$ cat config.mk
export PLATFORM = sky130hd
export DESIGN_NAME = permission_requester_flat
export DESIGN_NICKNAME = d
export VERILOG_FILES = /design/src/rtl/permission_requester_if.sv /design/src/rtl/permission_requester.sv /design/src/flat_wrapper.sv
export SDC_FILE = /design/constraint.sdc
export NUM_CORES = 1
export LEC_CHECK = 0
export CAP_MARGIN = 40
export CORE_MARGIN = 1.5
export CORE_UTILIZATION = 65
export CTS_CLUSTER_SIZE = 25
export DETAILED_ROUTE_END_ITERATION = 10
export DONT_BUFFER_PORTS = 1
export PLACE_DENSITY = 0.92
export SYNTH_ARGS = -nofsm -noshare
export SYNTH_HDL_FRONTEND = slang
export SYNTH_SLANG_ARGS = --single-unit
$ cat constraint.sdc
create_clock -name clk -period 3.6 [get_ports clk]
set_clock_uncertainty 0.15 [all_clocks]
set_input_delay 0.18 -clock clk [delete_from_list [all_inputs] [get_ports clk]]
set_output_delay 0.18 -clock clk [all_outputs]
set_load 0.05 [all_outputs]
$ cat src/rtl/permission_requester_if.sv
// ============================================================================
// permission_requester_if
// Request, checker and actuator signals of the permission requester.
// Revision: 1.0
// ============================================================================
`default_nettype none

interface permission_requester_if;
  logic       req_valid;
  logic       req_ready;
  logic [2:0] user_code;
  logic [2:0] op_code;
  logic       cancel;
  logic [5:0] chk_lines;
  logic       chk_permit;
  logic       run_en;
  logic       resp_valid;
  logic       resp_grant;
  logic       resp_abort;
  logic       busy;

  // Front end plus checker side.
  modport master (
    output req_valid, user_code, op_code, cancel, chk_permit,
    input  req_ready, chk_lines, run_en, resp_valid, resp_grant, resp_abort, busy
  );

  // Requester block side.
  modport slave (
    input  req_valid, user_code, op_code, cancel, chk_permit,
    output req_ready, chk_lines, run_en, resp_valid, resp_grant, resp_abort, busy
  );
endinterface

`default_nettype wire

$ cat src/rtl/permission_requester.sv
// ============================================================================
// permission_requester
// Drives A..F to the permission checker, samples permit, then runs or denies.
// Optional feature macro: PERM_LOCKOUT_EN (16-cycle lockout after 3 denials).
// Revision: 1.0
// ============================================================================
`default_nettype none

module permission_requester #(
  parameter int SETTLE_CYCLES = 1,
  parameter int RUN_CYCLES    = 8,
  parameter int CNT_W         = 8
) (
  input  wire logic             clk,
  input  wire logic             rst_n,
  permission_requester_if.slave bus_if
);

  localparam logic [CNT_W-1:0] SETTLE_LAST = CNT_W'(SETTLE_CYCLES - 1);
  localparam logic [CNT_W-1:0] RUN_LAST    = CNT_W'(RUN_CYCLES - 1);
`ifdef PERM_LOCKOUT_EN
  localparam logic [CNT_W-1:0] LOCK_LAST   = CNT_W'(15);
`endif

  typedef enum logic [2:0] {
    S_IDLE   = 3'd0,
    S_DRIVE  = 3'd1,
    S_SAMPLE = 3'd2,
    S_RUN    = 3'd3,
    S_RESP   = 3'd4
`ifdef PERM_LOCKOUT_EN
    ,
    S_LOCK   = 3'd5
`endif
  } state_t;

  state_t           state_q;
  logic [CNT_W-1:0] cnt_q;
  logic             req_ready_q;
  logic [5:0]       chk_lines_q;
  logic             run_en_q;
  logic             resp_valid_q;
  logic             resp_grant_q;
  logic             resp_abort_q;
  logic             busy_q;
`ifdef PERM_LOCKOUT_EN
  logic [1:0]       deny_cnt_q;
`endif

  always_ff @(posedge clk or negedge rst_n) begin
    if (!rst_n) begin
      state_q      <= S_IDLE;
      cnt_q        <= '0;
      req_ready_q  <= 1'b1;
      chk_lines_q  <= '0;
      run_en_q     <= 1'b0;
      resp_valid_q <= 1'b0;
      resp_grant_q <= 1'b0;
      resp_abort_q <= 1'b0;
      busy_q       <= 1'b0;
`ifdef PERM_LOCKOUT_EN
      deny_cnt_q   <= 2'd0;
`endif
    end else begin
      case (state_q)
        S_IDLE: begin
          if (bus_if.req_valid && req_ready_q) begin
            req_ready_q <= 1'b0;
            busy_q      <= 1'b1;
            cnt_q       <= '0;
            // A null operation is denied without ever touching the checker.
            if (bus_if.op_code == 3'b000) begin
              state_q      <= S_RESP;
              resp_valid_q <= 1'b1;
              resp_grant_q <= 1'b0;
              resp_abort_q <= 1'b0;
            end else begin
              state_q     <= S_DRIVE;
              chk_lines_q <= {bus_if.user_code, bus_if.op_code};
            end
          end
        end

        S_DRIVE: begin
          if (cnt_q == SETTLE_LAST) begin
            state_q <= S_SAMPLE;
            cnt_q   <= '0;
          end else begin
            cnt_q <= cnt_q + CNT_W'(1);
          end
        end

        S_SAMPLE: begin
          cnt_q <= '0;
          if (bus_if.chk_permit) begin
            state_q  <= S_RUN;
            run_en_q <= 1'b1;
          end else begin
            state_q      <= S_RESP;
            chk_lines_q  <= '0;
            resp_valid_q <= 1'b1;
            resp_grant_q <= 1'b0;
            resp_abort_q <= 1'b0;
          end
        end

        S_RUN: begin
          // Cancel and revocation both end the run early; cancel has priority.
          if (bus_if.cancel || !bus_if.chk_permit || (cnt_q == RUN_LAST)) begin
            state_q      <= S_RESP;
            run_en_q     <= 1'b0;
            chk_lines_q  <= '0;
            resp_valid_q <= 1'b1;
            resp_grant_q <= 1'b1;
            resp_abort_q <= bus_if.cancel || !bus_if.chk_permit;
          end else begin
            cnt_q <= cnt_q + CNT_W'(1);
          end
        end

        S_RESP: begin
          resp_valid_q <= 1'b0;
          resp_grant_q <= 1'b0;
          resp_abort_q <= 1'b0;
          cnt_q        <= '0;
`ifdef PERM_LOCKOUT_EN
          if (resp_grant_q) begin
            deny_cnt_q  <= 2'd0;
            state_q     <= S_IDLE;
            req_ready_q <= 1'b1;
            busy_q      <= 1'b0;
          end else if (deny_cnt_q == 2'd2) begin
            state_q <= S_LOCK;
          end else begin
            deny_cnt_q  <= deny_cnt_q + 2'd1;
            state_q     <= S_IDLE;
            req_ready_q <= 1'b1;
            busy_q      <= 1'b0;
          end
`else
          state_q     <= S_IDLE;
          req_ready_q <= 1'b1;
          busy_q      <= 1'b0;
`endif
        end

`ifdef PERM_LOCKOUT_EN
        S_LOCK: begin
          if (cnt_q == LOCK_LAST) begin
            state_q     <= S_IDLE;
            cnt_q       <= '0;
            deny_cnt_q  <= 2'd0;
            req_ready_q <= 1'b1;
            busy_q      <= 1'b0;
          end else begin
            cnt_q <= cnt_q + CNT_W'(1);
          end
        end
`endif

        default: begin
          state_q      <= S_IDLE;
          cnt_q        <= '0;
          req_ready_q  <= 1'b1;
          chk_lines_q  <= '0;
          run_en_q     <= 1'b0;
          resp_valid_q <= 1'b0;
          resp_grant_q <= 1'b0;
          resp_abort_q <= 1'b0;
          busy_q       <= 1'b0;
        end
      endcase
    end
  end

  assign bus_if.req_ready  = req_ready_q;
  assign bus_if.chk_lines  = chk_lines_q;
  assign bus_if.run_en     = run_en_q;
  assign bus_if.resp_valid = resp_valid_q;
  assign bus_if.resp_grant = resp_grant_q;
  assign bus_if.resp_abort = resp_abort_q;
  assign bus_if.busy       = busy_q;

endmodule

`default_nettype wire

$ cat src/flat_wrapper.sv
// flat-port wrapper written by rule: the top's interface ports become plain ports
module permission_requester_flat 
#(
  parameter int SETTLE_CYCLES = 1,
  parameter int RUN_CYCLES    = 8,
  parameter int CNT_W         = 8
)
  (clk, rst_n, bus_if_req_valid, bus_if_user_code, bus_if_op_code, bus_if_cancel, bus_if_chk_permit, bus_if_req_ready, bus_if_chk_lines, bus_if_run_en, bus_if_resp_valid, bus_if_resp_grant, bus_if_resp_abort, bus_if_busy);
  permission_requester_if bus_if_i ();
  input  wire logic clk;
  input  wire logic rst_n;
  input wire logic [$bits(bus_if_i.req_valid)-1:0] bus_if_req_valid;
  input wire logic [$bits(bus_if_i.user_code)-1:0] bus_if_user_code;
  input wire logic [$bits(bus_if_i.op_code)-1:0] bus_if_op_code;
  input wire logic [$bits(bus_if_i.cancel)-1:0] bus_if_cancel;
  input wire logic [$bits(bus_if_i.chk_permit)-1:0] bus_if_chk_permit;
  output wire logic [$bits(bus_if_i.req_ready)-1:0] bus_if_req_ready;
  output wire logic [$bits(bus_if_i.chk_lines)-1:0] bus_if_chk_lines;
  output wire logic [$bits(bus_if_i.run_en)-1:0] bus_if_run_en;
  output wire logic [$bits(bus_if_i.resp_valid)-1:0] bus_if_resp_valid;
  output wire logic [$bits(bus_if_i.resp_grant)-1:0] bus_if_resp_grant;
  output wire logic [$bits(bus_if_i.resp_abort)-1:0] bus_if_resp_abort;
  output wire logic [$bits(bus_if_i.busy)-1:0] bus_if_busy;
  assign bus_if_i.req_valid = bus_if_req_valid;
  assign bus_if_i.user_code = bus_if_user_code;
  assign bus_if_i.op_code = bus_if_op_code;
  assign bus_if_i.cancel = bus_if_cancel;
  assign bus_if_i.chk_permit = bus_if_chk_permit;
  assign bus_if_req_ready = bus_if_i.req_ready;
  assign bus_if_chk_lines = bus_if_i.chk_lines;
  assign bus_if_run_en = bus_if_i.run_en;
  assign bus_if_resp_valid = bus_if_i.resp_valid;
  assign bus_if_resp_grant = bus_if_i.resp_grant;
  assign bus_if_resp_abort = bus_if_i.resp_abort;
  assign bus_if_busy = bus_if_i.busy;
  permission_requester #(.SETTLE_CYCLES(SETTLE_CYCLES), .RUN_CYCLES(RUN_CYCLES), .CNT_W(CNT_W)) u_core (.clk(clk), .rst_n(rst_n), .bus_if(bus_if_i));
endmodule
# ---- Word-level counts from Yosys, hierarchy flattened
# Index checks and enable logic that the tools add are counted.
dict set report word_totals {
  latch_bits 0
  ram_bits 0
  romBits 0
  elab_cells 76
  reg_bits 23
  output_inout_bits 12
  memories 0
  in_bits 11
}
dict set report op_classes {
  addsub 1
  n_shift 0
  mux 33
  n_mul 0
  reduce_logical 16
  order_cmp 0
  n_eq_ne 13
  div 0
  n_bitwise 4
}
# cell n
set op_table {}
lappend op_table {{6-bit two-way mux} 4}
lappend op_table {{8-bit two-way mux} 3}
lappend op_table {{6-bit one-hot mux with 4 select lines} 1}
lappend op_table {{8-bit one-hot mux with 3 select lines} 1}
lappend op_table {{3-bit two-way mux} 5}
lappend op_table {{1-bit two-way mux} 12}
lappend op_table {{1-bit one-hot mux with 4 select lines} 3}
lappend op_table {{3-bit one-hot mux with 4 select lines} 1}
lappend op_table {{5-bit AND reduction} 2}
lappend op_table {{8-bit by 1-bit adder with 8-bit output, second input constant} 1}
lappend op_table {{8-bit by 3-bit == test with 1-bit output, second input constant} 1}
lappend op_table {{8-bit zero test} 1}
lappend op_table {{2-bit by 1-bit inequality test with 1-bit output, second input constant} 4}
lappend op_table {{2-bit inequality test, second input constant} 4}
lappend op_table {{3-bit by 2-bit == test with 1-bit output, second input constant} 2}
lappend op_table {{3-bit zero test} 2}
lappend op_table {{3-bit AND reduction} 2}
lappend op_table {{3-bit OR reduction} 2}
lappend op_table {{1-bit inverter} 4}
lappend op_table {{1-bit one-hot mux with 2 select lines} 2}
lappend op_table {{2-bit AND reduction} 2}
lappend op_table {{3-bit by 1-bit == test with 1-bit output, second input constant} 1}
lappend op_table {{3-bit == test, second input constant} 1}
lappend op_table {{1-bit one-hot mux with 3 select lines} 1}
lappend op_table {{other kinds (4)} 5}

# ---- Longest topological paths before layout
dict set report depth {
  ltp_word 5
  mapped_depth 7
  depth_no_buf 6
}

# ---- Worst setup path after synthesis
# OpenSTA, ideal clock, no wires.
dict set report synth_path {
  path_kind {register to register}
  startpoint {register u_core.cnt_q[5]}
  endpoint {register u_core.resp_grant_q (netlist: u_core.bus_if.resp_grant)}
  t_required_ns 3.329
  setup_ns 0.121
  path_stages_with_launch 5
  synth_period_minus_slack_ns 1.934
  arrival_time_ns 1.663
  setup_slack_ns 1.666
  path_cell_list {dfrtp_1 or4_4 o31ai_4 o211ai_1 a22o_1}
}
dict set report synth_via {
  elab_chain_len 4
}
# item line_no
set synth_rtl {}
lappend synth_rtl {{start: declaration} permission_requester.sv:38} ;# logic [CNT_W-1:0] cnt_q;
lappend synth_rtl {{start signal: assignment} permission_requester.sv:89} ;# cnt_q <= cnt_q + CNT_W'(1);
lappend synth_rtl {{start signal: assignment} permission_requester.sv:117} ;# cnt_q <= cnt_q + CNT_W'(1);
lappend synth_rtl {{8-bit by 3-bit == test with 1-bit output} permission_requester.sv:109} ;# if (bus_if.cancel || !bus_if.chk_permit || (cnt_q == RUN_LAST)) begin
lappend synth_rtl {{1-bit logical OR} permission_requester.sv:109}
lappend synth_rtl {{2-bit by 1-bit inequality test with 1-bit output (no source line)} --}
lappend synth_rtl {{5-bit AND reduction (no source line)} --}
lappend synth_rtl {{end signal: assignment} permission_requester.sv:102} ;# resp_grant_q <= 1'b0;
lappend synth_rtl {{end signal: assignment} permission_requester.sv:114} ;# resp_grant_q <= 1'b1;
lappend synth_rtl {{end signal: assignment} permission_requester.sv:123} ;# resp_grant_q <= 1'b0;
lappend synth_rtl {{end: declaration} permission_requester.sv:43} ;# logic resp_grant_q;
# No other way between the ends.
# A chain may end at the register's enable or synchronous reset.

# ---- Worst setup path in the final report
dict set report layout_path {
  startpoint {register u_core.state_q[1]}
  endpoint {register u_core.cnt_q[7]}
}
dict set report layout_via {
  elab_chain_len 3
  word_cells_on_any_way 7
  classes_between {eq/ne: 4; mux: 1; reduce/logical: 2}
}
# item line_no
set layout_rtl {}
lappend layout_rtl {{start: declaration} permission_requester.sv:37} ;# state_t state_q;
lappend layout_rtl {{start signal: assignment} permission_requester.sv:52} ;# state_q <= S_IDLE;
lappend layout_rtl {{start signal: assignment} permission_requester.sv:73} ;# state_q <= S_RESP;
lappend layout_rtl {{start signal: assignment} permission_requester.sv:78} ;# state_q <= S_DRIVE;
lappend layout_rtl {{3-bit by 2-bit == test with 1-bit output / 3-bit zero test (equally long branches)} permission_requester.sv:65} ;# case (state_q)
lappend layout_rtl {{2-bit inequality test (no source line) / 2-bit by 1-bit inequality test with 1-bit output (equally long branches)} --}
lappend layout_rtl {{2-bit AND reduction (no source line)} --}
# Parallel ways exist; a longest one is shown, timed or not.

==> impl_metrics.py <==
metrics = {
    "run_status": {
        "status": "complete, no violations",
    },
    "global_routing": {
        "grt_max_degree": 24,
        "grt_antenna_before_repair": 0,
        "grt.overflow.total": 0,
        "groute.usage.overall": 0.2919,
        "grt_pass1_wl_um": 4616,
        "first_global_vias": 980,
    },
    "logic_synthesis": {
        "yosys_warnings": 0,
        "syn_inst": 131,
        "synth_seq_cells": 23,
        "syn_area_um2": 1323,
        "async_flop_share": 1.000,
        "avgSynthCellArea_um2": 10.10,
        "ys_seq_area_frac": 0.4361,
        "yosysTopAreaCell": "dfrtp_1",
        "ys.flop_type": "dfrtp_1",
        "yosys.area.top_type_share": 0.4163,
        "ys_top_cells_by_area": "dfrtp_1 (42%), mux2i_1 (9.1%), inv_1 (3.7%)",
        "synth_edf_count": 0,
        "synth_nets": 144,
        "synth.distinct_cells": 43,
    },
    "worst_setup_path": {
        "critPathLaunchType": "register",
        "worst-r2r-setup-slack_ns": 1.42,
        "cp_max_fo": 18,
        "path_class": "register to register",
        "arrival_ns": 2.28,
        "end_kind": "register",
        "worstRegToRegCells": 4,
        "crit_required_ns": 3.70,
    },
    "clocking": {
        "htreeDepth": 1,
        "cts_tree": "yes",
        "cts_buffers": 3,
        "clk_root_buffer_cell": "clkbuf_4",
        "cts_resized": 0,
        "clock_latency_ns": 0.32,
        "cts_buffer_depth": 2,
        "cts.clk_slew.worst_paths_ns": 0.13,
        "cts_sinks": 23,
    },
    "floorplan": {
        "die_w_um": 48.11,
        "io_pins": 23,
        "num_rows": 16,
        "start_util": 0.6811,
        "coreArea_um2": 1942,
        "dieArea_um2": 2314,
        "dieHeight_um": 48.11,
    },
    "routing": {
        "dr_total_vias": 1042,
        "ant_nets": 0,
        "viasPerCell": 6.240,
        "routed_wl_um": 2920,
        "first_iter_violations": 56,
        "firstDrtPassIters": 4,
        "wl_per_cell_um": 17.49,
        "drc": 0,
    },
    "layout": {
        "areaGrowthSynthToFinish_pct": 9.933,
        "insertedDiodeCount": 0,
        "fin_nets": 154,
        "final_cell_mix": "dfrtp_1 (22), inv_1 (13), mux2i_1 (12)",
        "final_common_cell": "dfrtp_1",
        "layout-drive-gt1-share": 0.07857,
    },
    "sta": {
        "drv_slew": 0,
        "final.period_utilization": 0.6047,
        "hold_violations": 0,
        "period_needed_ns": 2.177,
        "fin_tns_setup_ns": 0,
        "clock.fmax_ghz": 0.4593,
        "relSlewSlack": 0.4007,
        "grt_setup_unrepaired": "no",
        "setup_viol": 0,
        "tightestPinTransition_ns": 0.8989,
        "holdWs_ns": 0.007761,
    },
    "pwr": {
        "power_leakage_nw": 0.6894,
        "power_density_nw_per_um2": 282.4,
        "ir_worst_vdd_v": 0.0003209,
    },
    "hold_path": {
        "hold_class": "primary input to register",
        "hold_depth": 3,
    },
    "place": {
        "numPortBuffers": 0,
        "hpwlAfterDp_um": 1929,
        "gp_congestion": 0.8694,
    },
    "run": {
        "drv_cap": 0,
    },
}
-- cell type report --
class | count | area, um^2
fill | 117 | 488.0
inverter | 13 | 48.80
clock inverter | 1 | 7.507
tap | 27 | 33.78
sequential | 23 | 576.8
timing repair buffer | 11 | 112.6
clock buffer | 3 | 22.52
multi-input combinational | 89 | 651.9
-- cell usage after synthesis (2+ instances only) --
library cell,count
clkbuf_1,2
buf_6,2
a21oi_1,4
nor3_1,4
ha_1,2
a211oi_1,3
nand2_1,11
nand3_1,2
a21o_1,2
nand3b_1,2
nor4_1,2
o21ai_1,4
nor2_1,5
inv_1,13
mux2i_1,12
o21ai_0,7
dfrtp_1,22
buf_4,2
o21bai_1,5
a31oi_1,2
-- per-layer routing --
metal,track usage,share of wire,vias to the layer above,wire [um]
met5,0,0,-,0
met4,0.08108,0.015,0,44
met3,0.04815,0.049,7,142
met2,0.5227,0.52,39,1510
met1,0.3624,0.42,503,1223
li1,-,-,493,-
-- per-stage QoR --
step                      power [mW]  std cells  instance area (um^2)    util  setup slack (ns)
after global routing          0.4250        167                  1454  0.7487             1.295
after detailed placement      0.2758        153                  1319  0.6791             1.456
final                         0.4106        167                  1454  0.7487             1.423
after global placement        0.2756        153                  1319  0.6791             1.467
after floorplan               0.2739        131                  1323       -             1.666
after CTS                     0.4087        165                  1429  0.7358             1.444
-- worst max-delay path: stages, from the launching register on --
cell and delay [ns]:
dfrtp_1 0.56, a2111oi_4 0.89, nor4_1 0.15, o21ai_1 0.15, mux2i_1 0.20
-- power breakdown --
part | switching (mW) | internal (mW) | leakage, nW
Clock | 0.0823 | 0.0425 | 0.0139
Sequential | 0.00248 | 0.259 | 0.304
Combinational | 0.0128 | 0.0116 | 0.372
Total | 0.0976 | 0.313 | 0.689
-- final timing paths --
path	start	endpoint
max	u_core.state_q[1]	u_core.cnt_q[7]
min	bus_if_chk_permit	u_core.state_q[0]
max reg2reg	u_core.state_q[1]	u_core.cnt_q[7]
min reg2reg	u_core.cnt_q[0]	u_core.cnt_q[0]
max in group asynchronous	rst_n	u_core.bus_if.chk_lines[4]
min in group asynchronous	rst_n	u_core.state_q[0]
-- sequential cells by signal, indices dropped and copies added, names as in the netlist --
register / cells
u_core.bus_if.resp_valid: 1
u_core.bus_if.resp_grant: 1
u_core.bus_if.resp_abort: 1
u_core.cnt_q: 8
u_core.bus_if.busy: 1
u_core.bus_if.req_ready: 1
u_core.state_q: 3
u_core.bus_if.chk_lines: 6
u_core.bus_if.run_en: 1
-- cells by family after synthesis --
kind of cell | share of synthesized area
simple gates | 0.1362
mux | 0.09083
flops | 0.4361
fa+ha+maj | 0.01892
compound gates | 0.2403
xor+xnor | 0.006624
buf+inv | 0.07096
-- what timing repair did --
item / in CTS / in global routing
endpoints found under the hold margin: 31 / 1
setup buffers: 0 / 0
hold buffers: 8 / 1
(Power assumes the default switching activity.)
